File: src/rtl/twiddle_mult25.sv
// Inter-stage twiddle multiplier for a 5x5 25-point DFT: x[i] * W25^(r*c), Q10 twiddles, 4-stage pipeline.
// Optional clamp of the rounded result is enabled by defining TWMUL_SAT_EN (default: two's-complement wrap).

module twiddle25 #(
  parameter int TW_FF = 1
) (
  input  logic              clk,
  input  logic [4:0]        i_addr,
  output logic signed [11:0] o_re,
  output logic signed [11:0] o_im
);
  logic signed [11:0] w_re;
  logic signed [11:0] w_im;

  // W25^k = floor(1024*cos(2*pi*k/25)), floor(-1024*sin(2*pi*k/25)); only k = 0..16 is ever addressed.
  always_comb begin
    {w_re, w_im} = {12'sd1024, 12'sd0};
    case (i_addr)
      5'd1:  {w_re, w_im} = {12'sd991,   -12'sd255};
      5'd2:  {w_re, w_im} = {12'sd897,   -12'sd494};
      5'd3:  {w_re, w_im} = {12'sd746,   -12'sd701};
      5'd4:  {w_re, w_im} = {12'sd548,   -12'sd865};
      5'd5:  {w_re, w_im} = {12'sd316,   -12'sd974};
      5'd6:  {w_re, w_im} = {12'sd64,    -12'sd1022};
      5'd7:  {w_re, w_im} = {-12'sd192,  -12'sd1006};
      5'd8:  {w_re, w_im} = {-12'sd436,  -12'sd927};
      5'd9:  {w_re, w_im} = {-12'sd653,  -12'sd790};
      5'd10: {w_re, w_im} = {-12'sd829,  -12'sd602};
      5'd11: {w_re, w_im} = {-12'sd953,  -12'sd377};
      5'd12: {w_re, w_im} = {-12'sd1016, -12'sd129};
      5'd13: {w_re, w_im} = {-12'sd1016, 12'sd128};
      5'd14: {w_re, w_im} = {-12'sd953,  12'sd376};
      5'd15: {w_re, w_im} = {-12'sd829,  12'sd601};
      5'd16: {w_re, w_im} = {-12'sd653,  12'sd789};
      default: {w_re, w_im} = {12'sd1024, 12'sd0};
    endcase
  end

  generate
    if (TW_FF != 0) begin : g_ff
      logic signed [11:0] r_re;
      logic signed [11:0] r_im;
      always_ff @(posedge clk) begin
        r_re <= w_re;
        r_im <= w_im;
      end
      assign o_re = r_re;
      assign o_im = r_im;
    end else begin : g_comb
      assign o_re = w_re;
      assign o_im = w_im;
    end
  endgenerate
endmodule

module twiddle_mult25 #(
  parameter int WIDTH = 18
) (
  input  logic             clk,
  input  logic             rst,
  input  logic             di_en,
  input  logic [WIDTH-1:0] di_re,
  input  logic [WIDTH-1:0] di_im,
  output logic             do_en,
  output logic [WIDTH-1:0] do_re,
  output logic [WIDTH-1:0] do_im,
  output logic             do_last
);
  localparam int PW = 2 * WIDTH;
  localparam int SW = 2 * WIDTH + 1;
  localparam logic signed [SW-1:0] C_HALF = SW'(512);
`ifdef TWMUL_SAT_EN
  localparam logic signed [SW-1:0] C_MAX = SW'(2 ** (WIDTH - 1) - 1);
  localparam logic signed [SW-1:0] C_MIN = SW'(-(2 ** (WIDTH - 1)));
`endif

  // Handshake: di_en is a one-way valid with no ready; every cycle with di_en high (and rst low)
  // consumes one sample, and do_en is that valid delayed by exactly four cycles.
  logic [2:0] r_col, r_row;
  logic [4:0] r_addr;
  logic       r_s1_en, r_s1_last, r_s2_en, r_s2_last, r_s3_en, r_s3_last, r_do_en, r_do_last;
  logic [4:0] r_s1_addr;
  logic signed [WIDTH-1:0] r_s1_re, r_s1_im, r_s2_re, r_s2_im;
  logic signed [PW-1:0]    r_p_rr, r_p_ii, r_p_ri, r_p_ir;
  logic [WIDTH-1:0]        r_do_re, r_do_im;
  logic signed [11:0]      w_tw_re, w_tw_im;
  logic signed [PW-1:0]    w_x_re, w_x_im, w_t_re, w_t_im;
  logic signed [SW-1:0]    w_sum_re, w_sum_im;

  function automatic logic [WIDTH-1:0] fit_round(input logic signed [SW-1:0] s);
`ifdef TWMUL_SAT_EN
    logic signed [SW-1:0] v;
    v = (s + C_HALF) >>> 10;
    if (v > C_MAX)      return WIDTH'(C_MAX);
    else if (v < C_MIN) return WIDTH'(C_MIN);
    else                return v[WIDTH-1:0];
`else
    return WIDTH'((s + C_HALF) >>> 10);
`endif
  endfunction

  // Address r*c built incrementally: addr steps by the row number and clears at each row end.
  always_ff @(posedge clk) begin
    if (rst) begin
      r_col     <= '0;
      r_row     <= '0;
      r_addr    <= '0;
      r_s1_en   <= 1'b0;
      r_s1_last <= 1'b0;
      r_s2_en   <= 1'b0;
      r_s2_last <= 1'b0;
      r_s3_en   <= 1'b0;
      r_s3_last <= 1'b0;
      r_do_en   <= 1'b0;
      r_do_last <= 1'b0;
      r_do_re   <= '0;
      r_do_im   <= '0;
    end else begin
      r_s1_en   <= di_en;
      r_s1_last <= di_en && (r_row == 3'd4) && (r_col == 3'd4);
      if (di_en) begin
        if (r_col == 3'd4) begin
          r_col  <= '0;
          r_addr <= '0;
          r_row  <= (r_row == 3'd4) ? 3'd0 : r_row + 3'd1;
        end else begin
          r_col  <= r_col + 3'd1;
          r_addr <= r_addr + 5'(r_row);
        end
      end
      r_s2_en   <= r_s1_en;
      r_s2_last <= r_s1_last;
      r_s3_en   <= r_s2_en;
      r_s3_last <= r_s2_last;
      r_do_en   <= r_s3_en;
      r_do_last <= r_s3_en && r_s3_last;
      if (r_s3_en) begin
        r_do_re <= fit_round(w_sum_re);
        r_do_im <= fit_round(w_sum_im);
      end
    end
  end

  always_ff @(posedge clk) begin
    if (di_en) begin
      r_s1_re   <= di_re;
      r_s1_im   <= di_im;
      r_s1_addr <= r_addr;
    end
    r_s2_re <= r_s1_re;
    r_s2_im <= r_s1_im;
    r_p_rr  <= w_x_re * w_t_re;
    r_p_ii  <= w_x_im * w_t_im;
    r_p_ri  <= w_x_re * w_t_im;
    r_p_ir  <= w_x_im * w_t_re;
  end

  twiddle25 #(.TW_FF(1)) u_tw (
    .clk    (clk),
    .i_addr (r_s1_addr),
    .o_re   (w_tw_re),
    .o_im   (w_tw_im)
  );

  assign w_x_re = {{WIDTH{r_s2_re[WIDTH-1]}}, r_s2_re};
  assign w_x_im = {{WIDTH{r_s2_im[WIDTH-1]}}, r_s2_im};
  assign w_t_re = {{(PW-12){w_tw_re[11]}}, w_tw_re};
  assign w_t_im = {{(PW-12){w_tw_im[11]}}, w_tw_im};

  assign w_sum_re = {r_p_rr[PW-1], r_p_rr} - {r_p_ii[PW-1], r_p_ii};
  assign w_sum_im = {r_p_ri[PW-1], r_p_ri} + {r_p_ir[PW-1], r_p_ir};

  assign do_en   = r_do_en;
  assign do_last = r_do_last;
  assign do_re   = r_do_re;
  assign do_im   = r_do_im;
endmodule
File: config.mk
export PLATFORM = sky130hd
export DESIGN_NAME = twiddle_mult25
export DESIGN_NICKNAME = d
export VERILOG_FILES = /design/src/rtl/twiddle_mult25.sv
export SDC_FILE = /design/constraint.sdc
export NUM_CORES = 2
export LEC_CHECK = 0
export ABC_AREA = 1
export CAP_MARGIN = 15
export CORE_UTILIZATION = 43
export CTS_BUF_LIST = sky130_fd_sc_hd__clkbuf_4
export DETAILED_ROUTE_END_ITERATION = 10
export PLACE_DENSITY = 0.6
export REMOVE_ABC_BUFFERS = 1
export SYNTH_ARGS = -nofsm -noshare
export SYNTH_HDL_FRONTEND = slang
export SYNTH_SLANG_ARGS = --single-unit
File: constraint.sdc
create_clock -name clk -period 15.7 [get_ports clk]
set_input_delay 2.355 -clock clk [delete_from_list [all_inputs] [get_ports clk]]
set_output_delay 2.355 -clock clk [all_outputs]
set_load 0.02 [all_outputs]
Yosys cells after proc, flatten, opt, wreduce, memory -nomap -nowiden
Memory sizes are Yosys's and may differ from the RTL's. A register that Yosys moved wholly into a read port is not among the register bits. Index checks and enable logic that the tools add are counted.

Bits of input ports: 39. Flip-flop bits (word level): 244. Word-level logic and storage cells: 43. Memories: 1. Memory bits (read-only): 768.

$add $sub $neg: 7. Eq/ne operators: 2. Reductions and logical operators: 4. Multipliers: 4. Multiplexer cells: 3.

Memory list: (no name shown) (depth 32, bits a word 24, read ports 1, clocked after memory_dff 1, write ports 0, line 18) `case (i_addr)`.

Operator list (count): 18-bit by 12-bit multiplier with 28-bit output (4); 28-bit by 11-bit adder with 28-bit output (second input constant) (2); 28-bit adder (1); 28-bit subtractor (1); 3-bit by 1-bit adder with 3-bit output (second input constant) (2); 3-bit equality test (second input constant) (2); 3-bit 2-to-1 mux (2); 5-bit by 3-bit adder with 5-bit output (1); 5-bit 2-to-1 mux (1); 1-bit logical AND (3); 2-bit AND reduction (1).

Logic depth before layout (Yosys ltp)
Depth in word-level cells: 3. Mapped depth: 24. Gate-level depth less buffers: 22.

By module
A second synthesis with hierarchy kept.

Cells, all modules: 5457. Area, all modules: 42416.9 um2.

By module, submodules not included: twiddle_mult25 (instances 1, area an instance 41322.1 um2, cells an instance 5308); twiddle25 (instances 1, area an instance 1094.8 um2, cells an instance 149).

Worst setup path after synthesis
No wires, ideal clock.

Path type: register to register. Start point: reg u_tw.g_ff.r_re[3] (netlist: u_tw.o_re[3]). End point: reg r_p_ir[26]. Cell stages (with the launch flop): 19. Clock period less this slack: 4.915 ns. Setup time: 0.113 ns. Path slack: 10.785 ns. Arrival: 4.802 ns. Buffers on the path: 2. Required time: 15.587 ns. Cell sequence: dfxtp_1 > clkbuf_1 > clkbuf_1 > nand2_1 > fa_1 > fa_1 > inv_1 > fa_1 > inv_1 > fa_1 > inv_1 > fa_1 > ha_1 > inv_1 > nor3_2 > nand2_1 > or3_1 > nand4_1 > nand2_1.

Longest elaborated chain between the ends: 1.

Ends and longest elaborated chain: from (decl) (line 41) `logic signed [11:0] r_re;`; 18-bit by 12-bit multiplier with 28-bit output (line 155) `r_p_ir <= w_x_im * w_t_re;`; to (signal assigned) (line 155); to (decl) (line 84) `logic signed [PW-1:0] r_p_rr, r_p_ii, r_p_ri, r_p_ir;`.

Every way passes these cells. A chain may end at the register's enable or synchronous reset.

Worst setup path after layout
Start point: reg r_s2_re[17]. End point: reg r_p_rr[27].

Longest elaborated chain between the ends: 1.

Ends and longest elaborated chain: from (decl) (line 83) `logic signed [WIDTH-1:0] r_s1_re, r_s1_im, r_s2_re, r_s2_im;`; from (signal assigned) (line 150) `r_s2_re <= r_s1_re;`; 18-bit by 12-bit multiplier with 28-bit output (line 152) `r_p_rr <= w_x_re * w_t_re;`; to (signal assigned) (line 152); to (decl) (line 84).

Every way passes these cells.

==> impl_metrics.csv <==
group,metric,value,unit
outcome,status,"completed",
placement,dp_slack,9940,ps
setup_path,worst_setup_path_end_kind,"flop",
cts,clock_path_buffers,3,
drt,drtPass1Iterations,5,
floorplan,dieArea,99900,sq um
cts,clock-sinks,267,
cts,cts_hold_buf,0,
setup_path,worstSetupPathType,"reg -> reg",
pwr,irDropWorstVdd,0.000139,V
cts,clk_latency,950,ps
cts,root_buffer,"clkbuf_4",
floorplan,rows,114,
sta,rsz0062_at_grt,"false",
synthesis,synth_top_cell_area_share,35.6,%
finish,stdcell_count,6865,
placement,port-buffer-count,76,
synthesis,avgSynthCellArea,7.73,sq um
setup_path,crit_required,16540,ps
finish,syn2layout_area_growth,7.21,%
floorplan,start_util,43.7,%
finish,post_route_cells_drive_above_1_share,4.14,%
global_routing,grt_pass1_vias,34100,
synthesis,ys_seq_elements,267,
global_routing,grt_max_degree,48,
synthesis,async_flop_share,0,%
finish,final_cell_mix,"1488 x inv_1, 1433 x nand2_1, 753 x fa_1, 357 x ha_1, 293 x nor2_1",
cts,post_cts_buffers,0,
flow_run,max_cap_viol_count,0,
synthesis,synth_edf_count,41,
drt,ant_nets,0,
synthesis,synthFlopType,"dfxtp_1",
setup_path,critical_path_arrival,6680,ps
sta,final_max_slew_viol_count,0,
global_routing,globalRouteTotalUtil,23.6,%
pwr,power.leakage,0.0253,uW
placement,dp_hpwl,87800,microns
finish,final_common_cell,"inv_1",
synthesis,synthesis.area,42400,sq um
sta,setup_tns,0,ps
sta,tightest_slew,1130,ps
sta,period_minus_slack,5830,ps
placement,gp_routability_congestion,0.935,
cts,cts_buffers,82,
synthesis,synth_area_leader_cell,"fa_1",
sta,finalHoldViolations,0,
sta,post-route-period-util,37.2,%
global_routing,antenna_found_initial,2,
cts,cts_resized,0,
setup_path,cp_max_fo,22,
sta,fin_ws,9870,ps
finish,utilization,46.8,%
finish,fin_nets,6669,
drt,vias,33500,
floorplan,core_area,97100,sq um
synthesis,synth_cells,5489,
synthesis,yosys-top-cells-area,"fa_1 36%, inv_1 13%, nand2_1 13%",
global_routing,grt_pass1_wl,183000,microns
cts,cts_max_level,3,
synthesis,ys_seq_area_share,13.6,%
cts,cts_tree,"done",
drt,drt_wl_total,112000,microns
pwr,totalPowerFinal,8520,uW
synthesis,ys_types,52,
sta,max-slew-margin-rel,24.6,%
synthesis,yosys_warnings,0,
placement,place_inst,6712,
sta,finalSetupViolations,0,
drt,vias_per_cell,4.88,
floorplan,io_pins,77,
drt,drc,0,
floorplan,die_y,316,microns
min_path,hp-class,"reg -> reg",
cts,clk_pin_slew,60,ps
drt,wl_per_cell,16.3,microns
drt,drt_iter0_markers,2313,
pwr,powerDensity,187,nW/um^2
global_routing,gr-total-overflow,0,
floorplan,die_w,316,microns
setup_path,cp-start-kind,"flop",
sta,skew,99.4,ps
sta,max_clock_freq,171,MHz
power breakdown:
group / switching, uW / total, uW / internal, uW
Sequential: 136 / 1050 / 919
Combinational: 4430 / 6790 / 2360
Clock: 360 / 682 / 322
layer usage:
layer / share of wire [%] / global-route usage [%] / up-vias
li1: - / - / 16000
met1: 46 / 32.9 / 16400
met2: 46 / 38.3 / 879
met3: 5.4 / 2.79 / 145
met4: 2.6 / 7.15 / 0
met5: 0 / 0 / -
final cells by class:
class | instances | area [sq um]
Antenna cell | 5 | 12.5
Clock buffer | 108 | 811
Clock inverter | 40 | 169
Fill cell | 9788 | 51700
Inverter | 1491 | 5600
Multi-Input combinational cell | 3545 | 30300
Sequential cell | 267 | 5760
Tap cell | 1276 | 1600
Timing Repair Buffer | 133 | 1180
worst max-delay path, stage by stage, from the launching register on:
cell     delay (ps)
dfxtp_1         950
nand2_1         320
fa_1            680
inv_1           150
fa_1            500
inv_1            50
fa_1            530
inv_1            50
fa_1            490
fa_1            420
ha_1            430
a21oi_1         310
o21ai_0         130
a21oi_1         210
o21ai_0         130
nor2_1          220
inv_1            60
nand2_1          70
nand2_1          40
cell usage after synthesis (14+ instances only):
cell	number
nor3_1	14
nand4_1	31
clkbuf_1	171
xor2_1	66
ha_1	357
o21ai_0	95
a21o_1	16
inv_1	1488
xnor2_1	44
dfxtp_1	226
nand3_1	137
o21bai_1	14
a21oi_1	168
nand2_1	1433
fa_1	753
edfxtp_1	41
nor2_1	293
path summary, 6_finish.rpt:
| path | start | cells after the start | end | slack, ps |
|---|---|---|---|---|
| setup / recovery | r_s2_re[17] | 18 | r_p_rr[27] | 9870 |
| setup reg to reg | r_s2_re[17] | 18 | r_p_rr[27] | 9870 |
| hold / removal | r_s1_im[1] | 0 | r_s2_im[1] | 260 |
| hold reg to reg | r_s1_im[1] | 0 | r_s2_im[1] | 260 |
logic make-up (layout without fill, tap and decap cells):
logic type,Yosys count,count (layout),synth area share [%]
buf+inv,1677,1772,14.9
fa+ha+maj,1110,1110,46.1
compound gates,346,346,4.51
flops,267,267,13.6
xor+xnor,110,110,2.27
simple gates,1979,1979,18.7
other cells,0,5,0
sequential cells by signal, summed over array words and instances (netlist names), 3 cells and up:
register,flops
r_p_ii,28
r_p_ir,28
r_p_ri,28
r_p_rr,28
do_im,18
do_re,18
r_s1_im,18
r_s1_re,18
r_s2_im,18
r_s2_re,18
u_tw.o_re,12
u_tw.o_im,11
r_addr,5
r_s1_addr,5
r_col,3
r_row,3
per-stage QoR:
| stage | cell area (sq um) | hold WS (ps) |
|---|---|---|
| after global routing | 45500 | 266 |
| after floorplan | 41700 | 323 |
| after detailed placement | 44500 | 327 |
| after global placement | 44500 | 324 |
| final | 45500 | 259 |
| after CTS | 45400 | 245 |
(Power assumes the default switching activity.)
